--- src/rtl/riscv_formal_monitor_pkg.sv ---
// Shared constants and decode helpers for the RV32IMC retirement monitor.
package riscv_formal_monitor_pkg;

    // Error codes reported on errcode; lower values take priority.
    typedef enum logic [15:0] {
        ERR_NONE     = 16'h0000,
        ERR_ORDER    = 16'h0001,
        ERR_PC       = 16'h0002,
        ERR_RS1      = 16'h0003,
        ERR_RS2      = 16'h0004,
        ERR_RD0      = 16'h0005,
        ERR_RS0      = 16'h0006,
        ERR_NEXTPC   = 16'h0007,
        ERR_MISALIGN = 16'h0008,
        ERR_MASK     = 16'h0009,
        ERR_MODE     = 16'h000B,
        ERR_PCODD    = 16'h000C
    } err_code_e;

    // 32-bit control-flow opcodes
    localparam logic [6:0] OPC_BRANCH = 7'b1100011;
    localparam logic [6:0] OPC_JAL    = 7'b1101111;
    localparam logic [6:0] OPC_JALR   = 7'b1100111;

    // Compressed quadrants and control-flow funct3 values
    localparam logic [1:0] CQ1        = 2'b01;
    localparam logic [1:0] CQ2        = 2'b10;
    localparam logic [1:0] QUAD_32BIT = 2'b11;
    localparam logic [2:0] CF3_JAL    = 3'b001;
    localparam logic [2:0] CF3_J      = 3'b101;
    localparam logic [2:0] CF3_BEQZ   = 3'b110;
    localparam logic [2:0] CF3_BNEZ   = 3'b111;
    localparam logic [2:0] CF3_JR     = 3'b100;

    // True when a 32-bit opcode may redirect the PC
    function automatic logic is_cf_32(input logic [6:0] opcode);
        return (opcode == OPC_BRANCH) || (opcode == OPC_JAL) || (opcode == OPC_JALR);
    endfunction

    // True for C.J, C.JAL, C.BEQZ, C.BNEZ, C.JR and C.JALR
    function automatic logic is_cf_c(input logic [1:0] quad, input logic [2:0] f3,
                                     input logic [4:0] rs1, input logic [4:0] rs2);
        logic cf;
        cf = 1'b0;
        if (quad == CQ1) begin
            cf = (f3 == CF3_JAL) || (f3 == CF3_J) || (f3 == CF3_BEQZ) || (f3 == CF3_BNEZ);
        end else if (quad == CQ2) begin
            // C.JR/C.JALR need rs1!=0 and rs2==0; otherwise it is C.MV/C.ADD/C.EBREAK
            cf = (f3 == CF3_JR) && (rs1 != 5'd0) && (rs2 == 5'd0);
        end
        return cf;
    endfunction

    // Byte, aligned halfword or full word lane patterns only
    function automatic logic mask_legal(input logic [3:0] mask);
        return (mask == 4'b0001) || (mask == 4'b0010) || (mask == 4'b0100) ||
               (mask == 4'b1000) || (mask == 4'b0011) || (mask == 4'b1100) ||
               (mask == 4'b1111);
    endfunction

endpackage

--- src/rtl/rvfi_shadow_regfile.sv ---
// Shadow copy of x1..x31 with per-entry valid bits; x0 always reads as invalid zero.
module rvfi_shadow_regfile
    import riscv_formal_monitor_pkg::*;
(
    input  logic        clk_i,
    input  logic        rst_i,
    input  logic [4:0]  ra1_i,
    output logic [31:0] rd1_o,
    output logic        rv1_o,
    input  logic [4:0]  ra2_i,
    output logic [31:0] rd2_o,
    output logic        rv2_o,
    input  logic        we_i,
    input  logic [4:0]  wa_i,
    input  logic [31:0] wd_i
);

    logic [31:0] data_q [1:31];
    logic [31:1] valid_q;

    // Valid bits are cleared on reset and set by each write to a nonzero register
    always_ff @(posedge clk_i) begin
        if (rst_i) begin
            valid_q <= '0;
        end else if (we_i && (wa_i != 5'd0)) begin
            valid_q[wa_i] <= 1'b1;
        end
    end

    // Data needs no reset because the valid bit gates every use of it
    always_ff @(posedge clk_i) begin
        if (we_i && (wa_i != 5'd0)) begin
            data_q[wa_i] <= wd_i;
        end
    end

    // Combinational reads see the state before this cycle's write
    always_comb begin
        rd1_o = '0;
        rv1_o = 1'b0;
        rd2_o = '0;
        rv2_o = 1'b0;
        if (ra1_i != 5'd0) begin
            rd1_o = data_q[ra1_i];
            rv1_o = valid_q[ra1_i];
        end
        if (ra2_i != 5'd0) begin
            rd2_o = data_q[ra2_i];
            rv2_o = valid_q[ra2_i];
        end
    end

endmodule

--- src/rtl/riscv_formal_monitor_rv32imc.sv ---
// RVFI retirement monitor for RV32IMC: checks ordering, PC flow, register
// consistency and memory masks, reporting the first error as a sticky code.
module riscv_formal_monitor_rv32imc
    import riscv_formal_monitor_pkg::*;
(
    input  logic        clock,
    input  logic        reset,
    input  logic        rvfi_valid,
    input  logic [63:0] rvfi_order,
    input  logic [31:0] rvfi_insn,
    input  logic        rvfi_trap,
    input  logic        rvfi_halt,
    input  logic        rvfi_intr,
    input  logic [1:0]  rvfi_mode,
    input  logic [4:0]  rvfi_rs1_addr,
    input  logic [4:0]  rvfi_rs2_addr,
    input  logic [4:0]  rvfi_rd_addr,
    input  logic [31:0] rvfi_rs1_rdata,
    input  logic [31:0] rvfi_rs2_rdata,
    input  logic [31:0] rvfi_rd_wdata,
    input  logic [31:0] rvfi_pc_rdata,
    input  logic [31:0] rvfi_pc_wdata,
    input  logic [31:0] rvfi_mem_addr,
    input  logic [3:0]  rvfi_mem_rmask,
    input  logic [3:0]  rvfi_mem_wmask,
    input  logic [31:0] rvfi_mem_rdata,
    input  logic [31:0] rvfi_mem_wdata,
    input  logic        rvfi_mem_extamo,
    output logic [15:0] errcode
);

    logic [63:0] order_q, order_d;
    logic [31:0] last_pc_q, last_pc_d;
    logic        pc_valid_q, pc_valid_d;
    logic [15:0] errcode_q, errcode_d;

    logic        check_active;
    logic        is_compressed;
    logic        is_cf;
    logic [31:0] pc_step;
    logic        mask_bad;
    logic [15:0] err_now;

    logic [31:0] shadow_rs1, shadow_rs2;
    logic        shadow_rs1_valid, shadow_rs2_valid;

    // Data lanes and bits the decoder never looks at are deliberately ignored
    logic unused_ok;
    assign unused_ok = ^{rvfi_mem_rdata, rvfi_mem_wdata, rvfi_insn[31:16],
                         rvfi_insn[12], rvfi_mem_addr[31:2]};

    assign check_active  = !reset && rvfi_valid && !rvfi_halt;
    assign is_compressed = (rvfi_insn[1:0] != QUAD_32BIT);
    assign is_cf         = is_compressed
                         ? is_cf_c(rvfi_insn[1:0], rvfi_insn[15:13], rvfi_insn[11:7], rvfi_insn[6:2])
                         : is_cf_32(rvfi_insn[6:0]);
    assign pc_step       = is_compressed ? 32'd2 : 32'd4;
    assign mask_bad      = ((rvfi_mem_rmask != 4'd0) && !mask_legal(rvfi_mem_rmask)) ||
                           ((rvfi_mem_wmask != 4'd0) && !mask_legal(rvfi_mem_wmask)) ||
                           ((rvfi_mem_rmask != 4'd0) && (rvfi_mem_wmask != 4'd0) && !rvfi_mem_extamo);

    rvfi_shadow_regfile u_shadow (
        .clk_i (clock),
        .rst_i (reset),
        .ra1_i (rvfi_rs1_addr),
        .rd1_o (shadow_rs1),
        .rv1_o (shadow_rs1_valid),
        .ra2_i (rvfi_rs2_addr),
        .rd2_o (shadow_rs2),
        .rv2_o (shadow_rs2_valid),
        .we_i  (check_active && (rvfi_rd_addr != 5'd0)),
        .wa_i  (rvfi_rd_addr),
        .wd_i  (rvfi_rd_wdata)
    );

    // Evaluate all checks, lowest-numbered failing check wins
    always_comb begin
        err_now = ERR_NONE;
        if (rvfi_order != order_q) begin
            err_now = ERR_ORDER;
        end else if (pc_valid_q && (rvfi_pc_rdata != last_pc_q)) begin
            err_now = ERR_PC;
        end else if ((rvfi_rs1_addr != 5'd0) && shadow_rs1_valid && (rvfi_rs1_rdata != shadow_rs1)) begin
            err_now = ERR_RS1;
        end else if ((rvfi_rs2_addr != 5'd0) && shadow_rs2_valid && (rvfi_rs2_rdata != shadow_rs2)) begin
            err_now = ERR_RS2;
        end else if ((rvfi_rd_addr == 5'd0) && (rvfi_rd_wdata != 32'd0)) begin
            err_now = ERR_RD0;
        end else if (((rvfi_rs1_addr == 5'd0) && (rvfi_rs1_rdata != 32'd0)) ||
                     ((rvfi_rs2_addr == 5'd0) && (rvfi_rs2_rdata != 32'd0))) begin
            err_now = ERR_RS0;
        end else if (!is_cf && (rvfi_pc_wdata != rvfi_pc_rdata + pc_step)) begin
            err_now = ERR_NEXTPC;
        end else if (((rvfi_mem_rmask | rvfi_mem_wmask) != 4'd0) && (rvfi_mem_addr[1:0] != 2'b00)) begin
            err_now = ERR_MISALIGN;
        end else if (mask_bad) begin
            err_now = ERR_MASK;
        end else if (rvfi_trap || rvfi_intr || (rvfi_mode != 2'd0)) begin
            err_now = ERR_MODE;
        end else if (rvfi_pc_wdata[0]) begin
            err_now = ERR_PCODD;
        end
    end

    // Advance history on every checked retirement and latch the first error
    always_comb begin
        order_d    = order_q;
        last_pc_d  = last_pc_q;
        pc_valid_d = pc_valid_q;
        errcode_d  = errcode_q;
        if (check_active) begin
            order_d    = order_q + 64'd1;
            last_pc_d  = rvfi_pc_wdata;
            pc_valid_d = 1'b1;
            if ((errcode_q == 16'd0) && (err_now != 16'd0)) begin
                errcode_d = err_now;
            end
        end
    end

    // Monitor state register; reset discards all history
    always_ff @(posedge clock) begin
        if (reset) begin
            order_q    <= '0;
            last_pc_q  <= '0;
            pc_valid_q <= 1'b0;
            errcode_q  <= '0;
        end else begin
            order_q    <= order_d;
            last_pc_q  <= last_pc_d;
            pc_valid_q <= pc_valid_d;
            errcode_q  <= errcode_d;
        end
    end

    assign errcode = errcode_q;

endmodule

--- config.mk ---
export PLATFORM = sky130hd
export DESIGN_NAME = riscv_formal_monitor_rv32imc
export DESIGN_NICKNAME = d
export VERILOG_FILES = /design/src/rtl/riscv_formal_monitor_pkg.sv /design/src/rtl/rvfi_shadow_regfile.sv /design/src/rtl/riscv_formal_monitor_rv32imc.sv
export SDC_FILE = /design/constraint.sdc
export NUM_CORES = 2
export LEC_CHECK = 0
export BUFFER_PORTS_ARGS = -buffer_cell sky130_fd_sc_hd__buf_2
export CAP_MARGIN = 10
export CORE_MARGIN = 2
export CORE_UTILIZATION = 32
export DETAILED_ROUTE_END_ITERATION = 8
export GPL_TIMING_DRIVEN = 0
export PLACE_DENSITY_LB_ADDON = 0.12
export SYNTH_ARGS = -nofsm -noshare
export SYNTH_HDL_FRONTEND = slang
export SYNTH_HIERARCHICAL = 1
export SYNTH_SLANG_ARGS = --single-unit
--- constraint.sdc ---
create_clock -name clock -period 3.8 [get_ports clock]
set_input_delay 0.76 -clock clock [delete_from_list [all_inputs] [get_ports clock]]
set_output_delay 0.76 -clock clock [all_outputs]
set_load 0.05 [all_outputs]
=== Yosys cells after proc, flatten, opt, wreduce, memory -nomap -nowiden ===
Memories as Yosys holds them, arrays and structs flattened.
Cells that the tools add are included.

* Add/subtract/negate cells: 2
* $lt $le $gt $ge: 4
* Eq/ne operators: 30
* Multiplexer cells: 27
* Bitwise logic cells: 2
* Reductions and logical operators: 69

{| class="wikitable"
|+ Operator list
! operator !! count
|-
| 32-bit != test || 4
|-
| 32-bit nonzero test || 3
|-
| 64-bit by 1-bit adder with 64-bit output, second input constant || 1
|-
| 32-bit 2-to-1 mux || 2
|-
| 64-bit != test || 1
|-
| 4-bit 2-to-1 mux || 11
|-
| 32-bit by 3-bit adder with 32-bit output || 1
|-
| 31-bit bitwise OR || 1
|-
| 4-bit == test, second input constant || 6
|-
| 1-bit logical AND || 22
|-
| 1-bit logical OR || 22
|-
| 7-bit == test, second input constant || 3
|-
| 5-bit zero test || 4
|-
| 5-bit nonzero test || 4
|-
| 5-bit by 6-bit < comparator with 1-bit output, second input constant || 3
|-
| 4-bit by 2-bit == test with 1-bit output, second input constant || 4
|-
| 16-bit zero test || 1
|-
| 16-bit nonzero test || 1
|-
| 3-bit == test, second input constant || 4
|-
| 4-bit nonzero test || 3
|-
| 1-bit binary-select mux with 5-bit select || 2
|-
| 1-bit 2-to-1 mux || 10
|-
| 4-bit by 1-bit == test with 1-bit output, second input constant || 2
|-
| 4-bit by 3-bit == test with 1-bit output, second input constant || 2
|-
| other kinds (11) || 17
|}

* Flip-flop bits (word level): 144
* Bits in writable memories: 992
* Input port bits: 384
* Output and inout bits: 16
* Logic and storage cells: 140
* Memories: 1

{| class="wikitable"
|+ Memories
! memory !! depth !! bits a word !! rd ports !! clocked after Yosys merged registers in !! wr ports !! RTL line !! RTL
|-
| u_shadow.data_q || 31 || 32 || 2 || 0 || 1 || rvfi_shadow_regfile.sv:18 || <nowiki>logic [31:0] data_q [1:31];</nowiki>
|}

=== Depth between registers and ports, before layout ===
* Word-level depth: 23
* Depth in mapped cells: 17
* Gate-level depth less buffers: 13

=== Cells and area by module ===
Netlist, hierarchy kept.

{| class="wikitable"
|+ Modules (own cells, without submodules)
! module !! instances !! cells each !! area each (um^2) !! sequential area each (um^2)
|-
| rvfi_shadow_regfile || 1 || 2689 || 47987.3 || 30409.2
|-
| riscv_formal_monitor_rv32imc || 1 || 980 || 7686.1 || 2021.9
|}

=== Worst setup path after synthesis ===
Ideal clock, no wire load.

* Path kind: input to register
* Start: input rvfi_rs2_addr[2]
* End: register errcode_q[2], in the netlist errcode[2]
* Library setup time: 0.134 ns
* Arrival time: 3.683 ns
* Required time: 3.666 ns
* Setup slack: -0.017 ns
* Stages: 14
* Path buffers: 3
* Cells stage by stage: clkbuf_1 buf_2 clkbuf_1 mux4_2 a211oi_1 a31oi_1 a221o_1 xnor2_1 nand4_1 nor4_1 a21oi_1 or2_2 nor4bb_1 a22oi_1

* Elaborated cells between the ends (all ways): 21
* Those cells by class: 1 x eq/ne; 10 x mux; 9 x reduce/logical; 1 x memory

{| class="wikitable"
|+ RTL lines
! item !! RTL line !! RTL
|-
| start: declaration || riscv_formal_monitor_rv32imc.sv:16 || <nowiki>input logic [4:0] rvfi_rs2_addr,</nowiki>
|-
| memory 31 x 32 bit or 5-bit nonzero test (tied branches) || n/a ||
|-
| 32-bit 2-to-1 mux (*) || rvfi_shadow_regfile.sv:47 || <nowiki>if (ra2_i != 5'd0) begin</nowiki>
|-
| via shadow_rs2[10] || riscv_formal_monitor_rv32imc.sv:44 || <nowiki>logic [31:0] shadow_rs1, shadow_rs2;</nowiki>
|-
| 32-bit != test (*) || riscv_formal_monitor_rv32imc.sv:85 || <nowiki>end else if ((rvfi_rs2_addr != 5'd0) && shadow_rs2_valid && (rvfi_rs2_rdata != shadow_rs2)) begin</nowiki>
|-
| 1-bit logical AND (*) || riscv_formal_monitor_rv32imc.sv:85 ||
|-
| 4-bit 2-to-1 mux (*) || riscv_formal_monitor_rv32imc.sv:85 ||
|-
| 4-bit 2-to-1 mux (*) || riscv_formal_monitor_rv32imc.sv:83 || <nowiki>end else if ((rvfi_rs1_addr != 5'd0) && shadow_rs1_valid && (rvfi_rs1_rdata != shadow_rs1)) begin</nowiki>
|-
| 4-bit 2-to-1 mux (*) || riscv_formal_monitor_rv32imc.sv:81 || <nowiki>end else if (pc_valid_q && (rvfi_pc_rdata != last_pc_q)) begin</nowiki>
|-
| 4-bit 2-to-1 mux (*) || riscv_formal_monitor_rv32imc.sv:79 || <nowiki>if (rvfi_order != order_q) begin</nowiki>
|-
| 16-bit nonzero test || riscv_formal_monitor_rv32imc.sv:115 || <nowiki>if ((errcode_q == 16'd0) && (err_now != 16'd0)) begin</nowiki>
|-
| 1-bit logical AND || riscv_formal_monitor_rv32imc.sv:115 ||
|-
| 2-bit AND reduction (no line) || n/a ||
|-
| end signal: assignment || riscv_formal_monitor_rv32imc.sv:132 || <nowiki>errcode_q <= errcode_d;</nowiki>
|-
| end: declaration || riscv_formal_monitor_rv32imc.sv:35 || <nowiki>logic [15:0] errcode_q, errcode_d;</nowiki>
|}

The timed path passes the listed nets; every way through them passes the cells marked *. The select of a mux whose other input is x is not followed.
A chain may end at the register's enable or synchronous reset.

=== Final worst setup path ===
* Start: input rvfi_rs1_addr[0]
* End: register errcode_q[1], in the netlist errcode[1]

* Elaborated cells between the ends (all ways): 21
* Those cells by class: 1 x eq/ne; 10 x mux; 9 x reduce/logical; 1 x memory

{| class="wikitable"
|+ RTL lines
! item !! RTL line !! RTL
|-
| start: declaration || riscv_formal_monitor_rv32imc.sv:15 || <nowiki>input logic [4:0] rvfi_rs1_addr,</nowiki>
|-
| memory 31 x 32 bit or 5-bit nonzero test (tied branches) || n/a ||
|-
| 32-bit 2-to-1 mux (*) || rvfi_shadow_regfile.sv:43 || <nowiki>if (ra1_i != 5'd0) begin</nowiki>
|-
| via shadow_rs1[23] || riscv_formal_monitor_rv32imc.sv:44 ||
|-
| 32-bit != test (*) || riscv_formal_monitor_rv32imc.sv:83 ||
|-
| 1-bit logical AND (*) || riscv_formal_monitor_rv32imc.sv:83 ||
|-
| 4-bit 2-to-1 mux (*) || riscv_formal_monitor_rv32imc.sv:83 ||
|-
| 4-bit 2-to-1 mux (*) || riscv_formal_monitor_rv32imc.sv:81 ||
|-
| 4-bit 2-to-1 mux (*) || riscv_formal_monitor_rv32imc.sv:79 ||
|-
| 16-bit nonzero test || riscv_formal_monitor_rv32imc.sv:115 ||
|-
| 1-bit logical AND || riscv_formal_monitor_rv32imc.sv:115 ||
|-
| 2-bit AND reduction (no line) || n/a ||
|}

Marks and branches as above.

==> out/qor.csv <==
stage,metric,value,unit
hold_path,hp-class,in2reg,
final_layout,final_cell_mix,"992 x edfxtp_1, 393 x mux4_2, 272 x buf_2",
sta,setup_viol,4,
worst_setup_path,crit_type,in2reg,
status,failed_checks,setup timing,
synth,synth_simple_gate_area_frac,0.0766,
clocking,clock_latency,810,ps
worst_setup_path,crit_path_end_kind,register,
worst_setup_path,cp_max_fo,10,
power_and_ir_drop,power.density,439,nW/um^2
power_and_ir_drop,totalPowerFinal,30.1,mW
worst_setup_path,startpoint_type,input port,
synth,synth-compound-area-share,0.0564,
placed_design,portBuffers,264,
synth,synth_top_family_by_area,multiplexers,
clocking,cts.clk_slew.worst_paths,60,ps
die,design.core.area,173000,um^2
synth,synth_top_cell_by_area,edfxtp_1,
worst_setup_path,startpoint,rvfi_rs1_addr[0],
sta,finClkSkew,36.0,ps
final_layout,final_util,0.395,
grt,grt_pass1_vias,37900,
synth,synth_warnings,6,
grt,antenna_found_initial,6,
final_layout,multiInputGateArea,23300,um^2
die,rows,153,
final_layout,areaGrowthSynthToFinish,23.1,%
final_layout,drive_gt1_frac,0.353,
grt,gr-usage-all-layers,0.263,
clocking,cts.sinks,1124,
hold_path,worstHoldStart,rvfi_pc_wdata[15],
synth,ys_types,88,
sta,fin_crit,3830,ps
sta,maxSlewViolCount,0,
synth,netlist_area,55700,um^2
sta,holdWs,225,ps
synth,muxShareOfSynthArea,0.219,
placed_design,gp_congestion,0.905,
synth,synth.avg_cell_area,15.2,um^2
synth,synthAdderAreaFrac,0.000449,
grt,grt_pass1_wl,322,mm
synth,synth_xor_area_frac,0.0398,
final_layout,seq_area,32400,um^2
sta,hold_violations,0,
die,die_h,421,um
synth,synth_edf_count,992,
sta,fmax,0.261,GHz
clocking,cts_tree,done,
clocking,holdBufCountCts,0,
sta,fin_ws,-35.0,ps
die,die_w,421,um
synth,ys_ff_latch,1124,
die,dieArea,177000,um^2
synth,yosys.area.top_type_share,0.535,
synth,syn_inst,3669,
placed_design,placed_area,61200,um^2
routing,drc,0,
grt,grt_start_max_net_pins,33,
routing,post_drt_wl_per_cell,35.9,um
final_layout,mostFrequentLayoutCell,edfxtp_1,
final_layout,nNetsFinal,4564,
synth,async_flop_share,0,
routing,routed-via-count,38300,
placed_design,dpl.hpwl,168,mm
sta,rsz0062_at_grt,true,
routing,wirelength,238,mm
routing,via_per_inst,5.79,
clocking,cts-root-buf,clkbuf_16,
synth,synthTopCellsByArea,"edfxtp_1 54%, mux4_2 16%, dfxtp_1 4.7%",
routing,firstDrtPassIters,6,
sta,final.period_utilization,1.01,
synth,ys_seq_area_frac,0.583,
synth,synth_flop_cell,edfxtp_1,
final_layout,nFillCells,16100,
power_and_ir_drop,worst_ir_drop_vdd,0.429,mV
worst_setup_path,critPathRequiredTime,4450,ps
status,status,"finished, violations left",
sta,worst_pin_slew,1370,ps
worst_setup_path,regToRegStartpoint,u_shadow/data_q[19][6],
sta,max_slew_margin,0.0802,
power_and_ir_drop,p_leak,22.4,nW
job,cap_violations,0,
die,initial_core_util,0.321,
routing,first_iter_violations,4882,
grt,overflow,0,
clocking,cts_buffers,136,
worst_setup_path,cp.arrival,4480,ps
clocking,clockBufferDepth,3,
routing,postRouteAntennaNets,0,
clocking,htree_levels,4,
final_layout,fin_area,68500,um^2
die,pin_count,400,
-- Yosys cell counts, drive strengths merged (27+ instances only) --
cell type and count:
a211oi 54, a21oi 174, a221o 31, a221oi 38, a22oi 65, a31oi 27, buf 130, clkbuf 131
dfxtp 132, edfxtp 992, mux2 179, mux2i 133, mux4 393, nand2 178, nand2b 48, nand3 66
nand4 62, nor2 251, nor2b 47, nor4 51, o21ai 46, xnor2 162, xor2 91
-- final timing paths --
path,end,slack (ps),cells past startpoint
min reg2reg,last_pc_q[28],470,2
max reg2reg,errcode[2],70,12
min,last_pc_q[15],230,3
max,errcode[1],-30,18
-- sequential cells by signal, summed over array words and instances (netlist names) --
register / cells
errcode: 4
order_q: 64
pc_valid_q: 1
u_shadow/valid_q: 31
last_pc_q: 32
u_shadow/data_q: 992
-- where the power goes --
group          leakage [nW]  internal [mW]  switching (mW)  total [mW]
logic                  10.3           1.35            2.23        3.58
clock network          2.14           7.52            5.50        13.0
registers              9.98           13.5          0.0331        13.5
total                  22.4           22.4            7.76        30.1
-- worst max-delay path: stages --
cell and delay (ps):
buf_4 160, buf_12 160, buf_16 180, buf_16 180, nor4b_4 280, buf_4 190
clkbuf_2 370, a21oi_1 140, a21oi_4 330, nor2_2 140, xnor2_1 200, nand4_1 230
nor4_4 410, a21oi_4 180, nor2b_2 180, nand2_1 70, a21boi_0 170, a41oi_1 60
-- final cells by class --
cell class	count	area share
clock inverter	76	0.0108
buffer	252	0.0367
tap	2325	0.0424
clock buffer	173	0.0532
inverter	13	0.000712
sequential	1124	0.473
multi-input combinational	2282	0.340
timing repair buffer	369	0.0431
antenna	5	0.000183
-- per-layer routing --
metal | wire, um | global-route usage | share of wire
met1 | 95300 | 0.345 | 0.40
met2 | 109000 | 0.412 | 0.46
met3 | 17600 | 0.0439 | 0.074
met4 | 15300 | 0.151 | 0.064
met5 | 14 | 0 | 0.000059
-- metrics by stage --
step | TNS (ps) | cells | setup slack (ps)
after floorplan | 0 | 3680 | 45.3
after global placement | -3019580 | 6269 | -3420
after detailed placement | -278320 | 6317 | -3350
after CTS | -49.9 | 6578 | -49.9
after global routing | -52.2 | 6617 | -29.7
final | -66.0 | 6619 | -35.0
-- kinds of logic (layout without fill, tap and decap cells) --
logic type	after synthesis	in the layout
buf+inv	274	883
other cells	1	17
compound gates	474	474
fa+ha+maj	2	2
flops	1124	1124
xor+xnor	253	253
mux	705	705
simple gates	836	836
-- repair_timing --
action / 4_1_cts / 5_1_grt
cloned: 1 / 4
buffers inserted: 19 / 33
endpoints found under the setup margin: 4 / 4
pin swaps: 38 / 66
resized for setup: 467 / 209
Power figures use the tool's default switching activity.
